===== config.mk =====
export PLATFORM = sky130hd
export DESIGN_NAME = mem_arbiter
export DESIGN_NICKNAME = d
export VERILOG_FILES = /design/src/rtl/mem_arbiter.sv
export SDC_FILE = /design/constraint.sdc
export NUM_CORES = 1
export LEC_CHECK = 0
export BUFFER_PORTS_ARGS = -buffer_cell sky130_fd_sc_hd__buf_2
export CAP_MARGIN = 5
export CORE_MARGIN = 4
export CORE_UTILIZATION = 35
export CTS_CLUSTER_SIZE = 28
export DETAILED_ROUTE_END_ITERATION = 6
export PLACE_DENSITY = 0.69
export RECOVER_POWER = 25
export SYNTH_ARGS = -nofsm -noshare
export SYNTH_HDL_FRONTEND = slang
export SYNTH_SLANG_ARGS = --single-unit

===== constraint.sdc =====
create_clock -name clk -period 2.2 [get_ports clk]
set_clock_uncertainty 0.2 [all_clocks]
set_input_delay 0.11 -clock clk [delete_from_list [all_inputs] [get_ports clk]]
set_output_delay 0.11 -clock clk [all_outputs]
set_load 0.05 [all_outputs]

===== src/rtl/mem_arbiter.sv =====
`timescale 1ns/1ps
// mem_arbiter
//   Shares a single-port memory between the CPU multicycle datapath and a
//   secondary master (DMA / program loader). A granted request is latched,
//   presented to the memory for MEM_LATENCY cycles, read data is captured
//   into the owner's rdata register, and completion is signalled by a
//   one-cycle done pulse on the owner's port.
//   Arbitration favours the CPU. A streak counter lets a pending DMA request
//   win once the CPU has taken MAX_CPU_STREAK grants in a row.
//
// Ports
//   clk, reset                  clock, synchronous active-high reset
//   cpu_req/we/addr/wdata       CPU request; cpu_rdata, cpu_done, cpu_stall
//   dma_req/we/addr/wdata       DMA request; dma_rdata, dma_done
//   mem_en/we/addr/wdata        memory macro drive; mem_rdata from macro
//   busy                        access or completion in progress
//   owner                       0 = CPU, 1 = DMA (current or last access)
module mem_arbiter #(
  parameter int ADDR_WIDTH     = 8,
  parameter int DATA_WIDTH     = 16,
  parameter int MEM_LATENCY    = 2,
  parameter int MAX_CPU_STREAK = 4
) (
  input  logic                  clk,
  input  logic                  reset,
  input  logic                  cpu_req,
  input  logic                  cpu_we,
  input  logic [ADDR_WIDTH-1:0] cpu_addr,
  input  logic [DATA_WIDTH-1:0] cpu_wdata,
  output logic [DATA_WIDTH-1:0] cpu_rdata,
  output logic                  cpu_done,
  output logic                  cpu_stall,
  input  logic                  dma_req,
  input  logic                  dma_we,
  input  logic [ADDR_WIDTH-1:0] dma_addr,
  input  logic [DATA_WIDTH-1:0] dma_wdata,
  output logic [DATA_WIDTH-1:0] dma_rdata,
  output logic                  dma_done,
  output logic                  mem_en,
  output logic                  mem_we,
  output logic [ADDR_WIDTH-1:0] mem_addr,
  output logic [DATA_WIDTH-1:0] mem_wdata,
  input  logic [DATA_WIDTH-1:0] mem_rdata,
  output logic                  busy,
  output logic                  owner
);

  typedef enum logic [1:0] {
    IDLE   = 2'd0,
    ACCESS = 2'd1,
    DONE   = 2'd2
  } state_t;

  localparam logic [2:0] CNT_LAST   = 3'(MEM_LATENCY - 1);
  localparam logic [3:0] STREAK_MAX = 4'(MAX_CPU_STREAK);

  state_t     state;
  logic [2:0] cnt;
  logic [3:0] streak;
  logic       grant_dma;

  // DMA wins when it is the only requester, or when the CPU has used up
  // its allowed streak while DMA was waiting.
  always_comb begin
    grant_dma = dma_req & (~cpu_req | (streak == STREAK_MAX));
  end

  assign cpu_stall = cpu_req & ~cpu_done;

  // mem_addr/mem_wdata double as the request latches; mem_we is the latched
  // write flag, cleared outside ACCESS so the macro never sees a stray write.
  always_ff @(posedge clk) begin
    if (reset) begin
      state     <= IDLE;
      cnt       <= '0;
      streak    <= '0;
      owner     <= 1'b0;
      busy      <= 1'b0;
      mem_en    <= 1'b0;
      mem_we    <= 1'b0;
      mem_addr  <= '0;
      mem_wdata <= '0;
      cpu_rdata <= '0;
      dma_rdata <= '0;
      cpu_done  <= 1'b0;
      dma_done  <= 1'b0;
    end else begin
      cpu_done <= 1'b0;
      dma_done <= 1'b0;
      case (state)
        IDLE: begin
          if (cpu_req | dma_req) begin
            owner     <= grant_dma;
            mem_we    <= grant_dma ? dma_we    : cpu_we;
            mem_addr  <= grant_dma ? dma_addr  : cpu_addr;
            mem_wdata <= grant_dma ? dma_wdata : cpu_wdata;
            mem_en    <= 1'b1;
            busy      <= 1'b1;
            cnt       <= '0;
            state     <= ACCESS;
            if (grant_dma || !dma_req) begin
              streak <= '0;
            end else if (streak != STREAK_MAX) begin
              streak <= streak + 4'd1;
            end
          end
        end
        ACCESS: begin
          cnt <= cnt + 3'd1;
          if (cnt == CNT_LAST) begin
            if (!mem_we) begin
              if (owner) begin
                dma_rdata <= mem_rdata;
              end else begin
                cpu_rdata <= mem_rdata;
              end
            end
            mem_en   <= 1'b0;
            mem_we   <= 1'b0;
            cpu_done <= ~owner;
            dma_done <= owner;
            state    <= DONE;
          end
        end
        DONE: begin
          busy  <= 1'b0;
          state <= IDLE;
        end
        default: begin
          busy   <= 1'b0;
          mem_en <= 1'b0;
          state  <= IDLE;
        end
      endcase
    end
  end

endmodule

==> impl_results.md, run 1 <==
- Initial core utilization: 36.56%
- Core Footprint: 8382 um2
- Worst hold path endpoint: busy$_SDFFE_PP0P_
- Design Area, Final: 4579 um2
- Tcrit/Tclk final: 92.61%
- Crit path buf inv count: 1
- Total CTS buffers: 9
- Max-slew violations: 0
- Critical path class: reg2reg
- Lkg Pwr: 0.001914 uW
- CTS root buf: clkbuf_8
- Dominant cell type by area after synthesis: dfxtp_1
- Final setup fails: 0
- Largest delay share family, worst path: compound AO/OA/AOI/OAI gates
- Hold depth: 3
- R2r startpoint: streak[0]$_SDFFE_PP0P_
- CP Capture Type: flop
- Congestion Overflow GR: 0
- Pwr Total: 3143 uW
- I/O pin total: 133
- Cell Area, Synth: 3064 um2
- Yosys top cell area share: 46.39%
- Vias per cell: 4.950
- GRT Total Usage: 19.41%
- Worst skew pair latency: 0.33 ns
- Sinks on Clock Net: 71
- Initial DRC count: 89
- CP Max Fanout: 25
- Filler cell count: 761
- DRC viols: 0
- Setup_tns: 0 ns
- Final Wtd Congestion: 0.7450
- Data required time at the worst endpoint: 2.23 ns
- CP Cell Sequence: inv_1, ha_1, nand3b_1, a21bo_2, nand2_1, a211oi_1
- R2R Setup Slk: 0.16 ns
- Drt total wl: 9.899 mm
- Clk buf depth: 2
- Hold Path Class: in2reg
- CP arrival: 2.07 ns
- Post-cts sizing count: 0
- Die area: 10320 um2
- Proportion of layout cells with a drive suffix above 1: 29.76%
- Clk slew on worst S/H paths: 0.07 ns
- Startpoint types: flop
- Antenna cell count: 0
- Post-synthesis sequential area ratio: 46.39%
- Reported max-cap violation count: 0
- Area grow syn2layout: 49.45%
- Slowest stage delay, CP: 0.51 ns
- Syn. warnings: 0
- Hold Startpoint: cpu_req
- FF+latch area: 1421 um2
- Slowest-stage cell, CP: a21bo_2
- Placed instance count: 576
- Final Hold Fails: 0
- Worst setup slack after placement: 0.2503 ns
- Syn nets: 430
- Multi-input logic area: 1445 um2
- Die Span X: 101.6 um
- Fin crit period: 2.037 ns
- Largest net degree at the start of global routing: 31
- # Post-CTS Setup Buffers: 0
- Detail Route Antenna Nets: 0
- CTS tree: built
- Commonest cells after routing, fill and taps aside: buf_2, nand2_1, dfxtp_1, dlygate4sd3_1, a21oi_1
- Most common cell after layout, fill and taps aside: buf_2
- Initial antenna violation count: 0
- Slew margin rel.: 57.73%
- Number of synthesized register bits: 71
- Layout Cells excl Fill: 656
- Setup repair after global routing missed its margin: false
- First-pass GRT wire length: 15.68 mm
- Avg Cell Area, Syn: 8.607 um2
- Worst VDD drop: 0.2955 mV
- Synth unique cells: 38
- CTS H-Tree Depth: 3
- Die span in y: 101.6 um
- Worst Setup Slack, final: 0.1627 ns
- Drt first pass iters: 4
- Status: finished clean
- FF-to-FF path depth: 6
- Dpl cell area: 3795 um2
- Main area contributors after synthesis: dfxtp_1, nand2_1, a21oi_1
- Reg2reg end: mem_wdata[2]$_SDFFE_PP0P_
- IO Port Bufs: 132
- HPWL after detailed placement: 6.155 mm
- Post-synthesis cell count: 356
- Post-DR wirelength/cell: 15.09 um
- Vias in the first global route: 3381
- Pwr dens: 686.3 nW/um2
- Measured slew at the worst slew-check pin: 0.6368 ns
- Final nets: 623
- Core Rows: 33
- Via count of the routed design: 3247
- F_max: 0.4908 GHz
==> how the worst max path moves through the flow <==
stage	slack, ns	cells after the start	to	start
after CTS	0.24	6	mem_wdata[13]$_SDFFE_PP0P_	streak[0]$_SDFFE_PP0P_
after global placement	0.31	5	dma_rdata[5]$_SDFFE_PP0P_	cnt[0]$_SDFFE_PP0P_
after floorplan	0.44	7	cpu_rdata[0]$_SDFFE_PP0P_	cnt[0]$_SDFFE_PP0P_
after detailed placement	0.25	6	mem_wdata[13]$_SDFFE_PP0P_	streak[0]$_SDFFE_PP0P_
after global routing	0.05	6	mem_wdata[5]$_SDFFE_PP0P_	streak[0]$_SDFFE_PP0P_
final	0.16	6	mem_wdata[2]$_SDFFE_PP0P_	streak[0]$_SDFFE_PP0P_
==> registers in the layout (all words and copies together), names as in the netlist <==
name / flops
cpu_rdata: 16
dma_rdata: 16
mem_wdata: 16
mem_addr: 8
streak: 4
cnt: 3
state: 2
busy: 1
cpu_done: 1
dma_done: 1
mem_en: 1
mem_we: 1
owner: 1
==> power by group <==
| part | total, uW | switching (uW) | internal, uW |
|---|---|---|---|
| Combinational | 817 | 534 | 283 |
| Sequential | 1410 | 49.6 | 1360 |
| Clock | 915 | 434 | 482 |
| Total | 3140 | 1020 | 2130 |
==> repair_timing <==
item	in CTS	in global routing
hold buffers	67	0
endpoints found under the hold margin	60	0
endpoints found under the setup margin	0	0
==> tightest hold or removal path: cells and delay by family <==
family	cells	cell delay, ns
compound gates	2	0.27
buf+inv	1	0.17
==> per-layer routing <==
layer | share of wire [%] | global-route usage (%)
met5 | 0 | 0
met4 | 5.3 | 14.21
met3 | 5.8 | 4.477
met2 | 51 | 33.85
met1 | 38 | 20.29
==> synthesized netlist by cell type (all sizes together) <==
library cell,count
o21a,1
a21bo,1
nor3,3
nand2b,2
and2,2
nand2,94
a31oi,3
nor2b,2
dfxtp,71
a21boi,1
clkbuf,11
nand3b,2
nand4b,1
and4bb,1
a21oi,64
buf,15
a22oi,1
or2b,1
nor2,33
xor2,1
nand4bb,1
or3,1
ha,4
nand3,6
inv,4
and2b,1
o21ai,2
a211oi,25
and3,2
==> final cells by class <==
cell class,instances,area share [%]
repair buffers,208,30.49
clock buffers,12,3.607
multi-input cells,255,31.56
clock inverters,1,0.1093
well taps,105,2.869
inverters,4,0.3279
flip-flops and latches,71,31.04
==> stage by stage <==
| stage | hold slack, ns | utilization [%] |
|---|---|---|
| final | 0.06956 | 54.64 |
| after global placement | 0.1583 | 45.28 |
| after detailed placement | 0.1630 | 45.28 |
| after CTS | 0.04335 | 55.31 |
| after floorplan | 0.04599 | - |
| after global routing | 0.07933 | 54.64 |
==> logic make-up (layout without fill, tap and decap cells) <==
kind of cell,count (synthesis),after routing,synth area share [%]
AND/OR/NAND/NOR,152,152,22.70
flip-flops,71,71,46.39
buffers and inverters,30,225,5.921
AO/OA/AOI/OAI,98,98,23.07
XOR/XNOR,1,1,0.2859
adder cells (fa/ha/maj),4,4,1.633
Note: power is estimated with default switching activity, not from simulation.
==> run 2, diff against run 1 <==
--- a/config.mk
+++ b/config.mk
@@ -13,6 +13,8 @@
 export DETAILED_ROUTE_END_ITERATION = 6
 export PLACE_DENSITY = 0.69
 export RECOVER_POWER = 25
+export REMOVE_ABC_BUFFERS = 1
+export SKIP_LAST_GASP = 1
 export SYNTH_ARGS = -nofsm -noshare
 export SYNTH_HDL_FRONTEND = slang
 export SYNTH_SLANG_ARGS = --single-unit
==> constraint.sdc (replaced) <==
create_clock -name clk -period 2.2 [get_ports clk]
set_clock_uncertainty 0.2 [all_clocks]
set_input_delay 0.22 -clock clk [delete_from_list [all_inputs] [get_ports clk]]
set_output_delay 0.22 -clock clk [all_outputs]
set_load 0.05 [all_outputs]
==> run 2 against run 1 <==
Combinational power shrank 6.5%. Design area is 5.5% lower. Sequential share of layout area grew 1.8 points. Hold slack worse by 0.060 ns. Largest power group unchanged. Cell count down 3.5%. First-iteration DRC count grew 74%. Via count decreased by 1.8%. Critical endpoint is now cpu_rdata[11]$_SDFFE_PP0P_.
==> impl_results.md, run 2 (synthesis results as in run 1) <==
- Layout Cells excl Fill: 633
- Total CTS buffers: 9
- Design Area, Final: 4328 um2
- Initial DRC count: 155
- Setup_tns: 0 ns
- Hold Path Class: in2reg
- Proportion of layout cells with a drive suffix above 1: 31.63%
- Drt total wl: 9.344 mm
- Via count of the routed design: 3190
- Antenna cell count: 0
- Initial core utilization: 36.56%
- Placed instance count: 574
- Die area: 10320 um2
- Pwr dens: 724.4 nW/um2
- Congestion Overflow GR: 0
- Vias in the first global route: 3210
- IO Port Bufs: 132
- Dpl cell area: 3755 um2
- CTS tree: built
- Tcrit/Tclk final: 92.24%
- Area grow syn2layout: 41.24%
- I/O pin total: 133
- Setup repair after global routing missed its margin: false
- Worst skew pair latency: 0.34 ns
- Die Span X: 101.6 um
- Vias per cell: 5.039
- CP arrival: 2.05 ns
- Reported max-cap violation count: 0
- Critical path class: reg2reg
- Logic pwr share: 24.4%
- Final nets: 597
- Most common cell after layout, fill and taps aside: buf_2
- Pint: 2050 uW
- Clk slew on worst S/H paths: 0.07 ns
- Lkg Pwr: 0.001802 uW
- Filler cell count: 789
- Measured slew at the worst slew-check pin: 0.7457 ns
- Largest net degree at the start of global routing: 71
- Detail Route Antenna Nets: 0
- Max-slew violations: 0
- HPWL after detailed placement: 5.986 mm
- Commonest cells after routing, fill and taps aside: buf_2, nand2_1, dfxtp_1, a21oi_1, dlygate4sd3_1
- CTS H-Tree Depth: 3
- Final Hold Fails: 0
- Clk buf depth: 2
- Drt first pass iters: 4
- Registers with the most flip-flops: cpu_rdata: 16 flops, dma_rdata: 16 flops, mem_wdata: 16 flops
- CP Max Fanout: 16
- Final Wtd Congestion: 0.7988
- DRC viols: 0
- CP Capture Type: flop
- Pwr Total: 3135 uW
- Die span in y: 101.6 um
- Final setup fails: 0
- Core Rows: 33
- Seq pwr share: 45.0%
- Slew margin rel.: 50.29%
- Data required time at the worst endpoint: 2.22 ns
- Post-DR wirelength/cell: 14.76 um
- Initial antenna violation count: 0
- Status: finished clean
- Fin crit period: 2.029 ns
- Worst VDD drop: 0.3240 mV
- First-pass GRT wire length: 14.69 mm
- Sw Share: 34.61%
- R2R Setup Slk: 0.17 ns
- F_max: 0.4928 GHz
- GRT Total Usage: 18.01%
- Clock group share of total power: 30.6%
- Post-cts sizing count: 0
- CTS root buf: clkbuf_8
- Startpoint types: flop
- Switch Pwr: 1085 uW
- Sinks on Clock Net: 71
- Core Footprint: 8382 um2
[run 2: cell count changes in the layout (fill, tap and decap cells not counted), moves of 2 or more]
cell / delta
buf_2: +2
clkinvlp_4: +3
clkbuf_1: -2
clkbuf_8: -2
buf_12: -2
dlygate4sd3_1: -24
[run 2: power groups by stage]
stage	Clock (uW)	Combinational [uW]	Sequential, uW
3_5_place_dp	0	710	1440
2_1_floorplan	0	237	1670
5_1_grt	1040	815	1420
4_1_cts	995	770	1410
3_3_place_gp	0	698	1440
6_report	960	764	1410
[run 2: worst paths after layout]
| path | startpoint | endpoint | depth (start not counted) |
|---|---|---|---|
| worst min register to register | cpu_rdata[9]$_SDFFE_PP0P_ | cpu_rdata[9]$_SDFFE_PP0P_ | 2 |
| worst min-delay path | dma_wdata[1] | mem_wdata[1]$_SDFFE_PP0P_ | 3 |
| worst max-delay path | cnt[0]$_SDFFE_PP0P_ | cpu_rdata[11]$_SDFFE_PP0P_ | 5 |
| worst max register to register | cnt[0]$_SDFFE_PP0P_ | cpu_rdata[11]$_SDFFE_PP0P_ | 5 |
[run 2: what timing repair did]
action / 4_1_cts / 5_1_grt
hold buffers: 43 / 0
buffers inserted: 0 / 0
endpoints found under the hold margin: 57 / 0
[run 2: area by class of cell]
type / instances / area, um2 / share of cell area (%)
sequential: 71 / 1421 / 32.84
clock buffer: 10 / 137.6 / 3.180
inverter: 4 / 15.01 / 0.3469
multi-input combinational: 255 / 1459 / 33.71
tap: 105 / 131.4 / 3.036
timing repair buffer: 182 / 1119 / 25.85
clock inverter: 6 / 45.04 / 1.041
[run 2: worst max-delay path: stages (launching register included)]
cell and delay (ns):
dfxtp_1 0.37, ha_1 0.24, nand4bb_4 0.17, or3_1 0.66, nand2_2 0.19, a21oi_2 0.07
[run 2: per-layer routing]
layer  vias up  track usage [%]  part of all wire [%]
met1      1493            19.61                    39
met5         -                0                     0
met2       126            31.24                    51
met3        37            4.752                   6.1
li1       1534                -                     -
met4         0            10.74                   4.3
[run 2: through the flow]
stage	util, %	setup slack (ns)	hold slack, ns
after floorplan	-	0.3961	0.08244
after global placement	44.80	0.2460	0.2394
after detailed placement	44.80	0.1860	0.2432
after CTS	52.11	0.1676	0.002111
after global routing	51.63	0.01265	0.02214
final	51.63	0.1708	0.009187
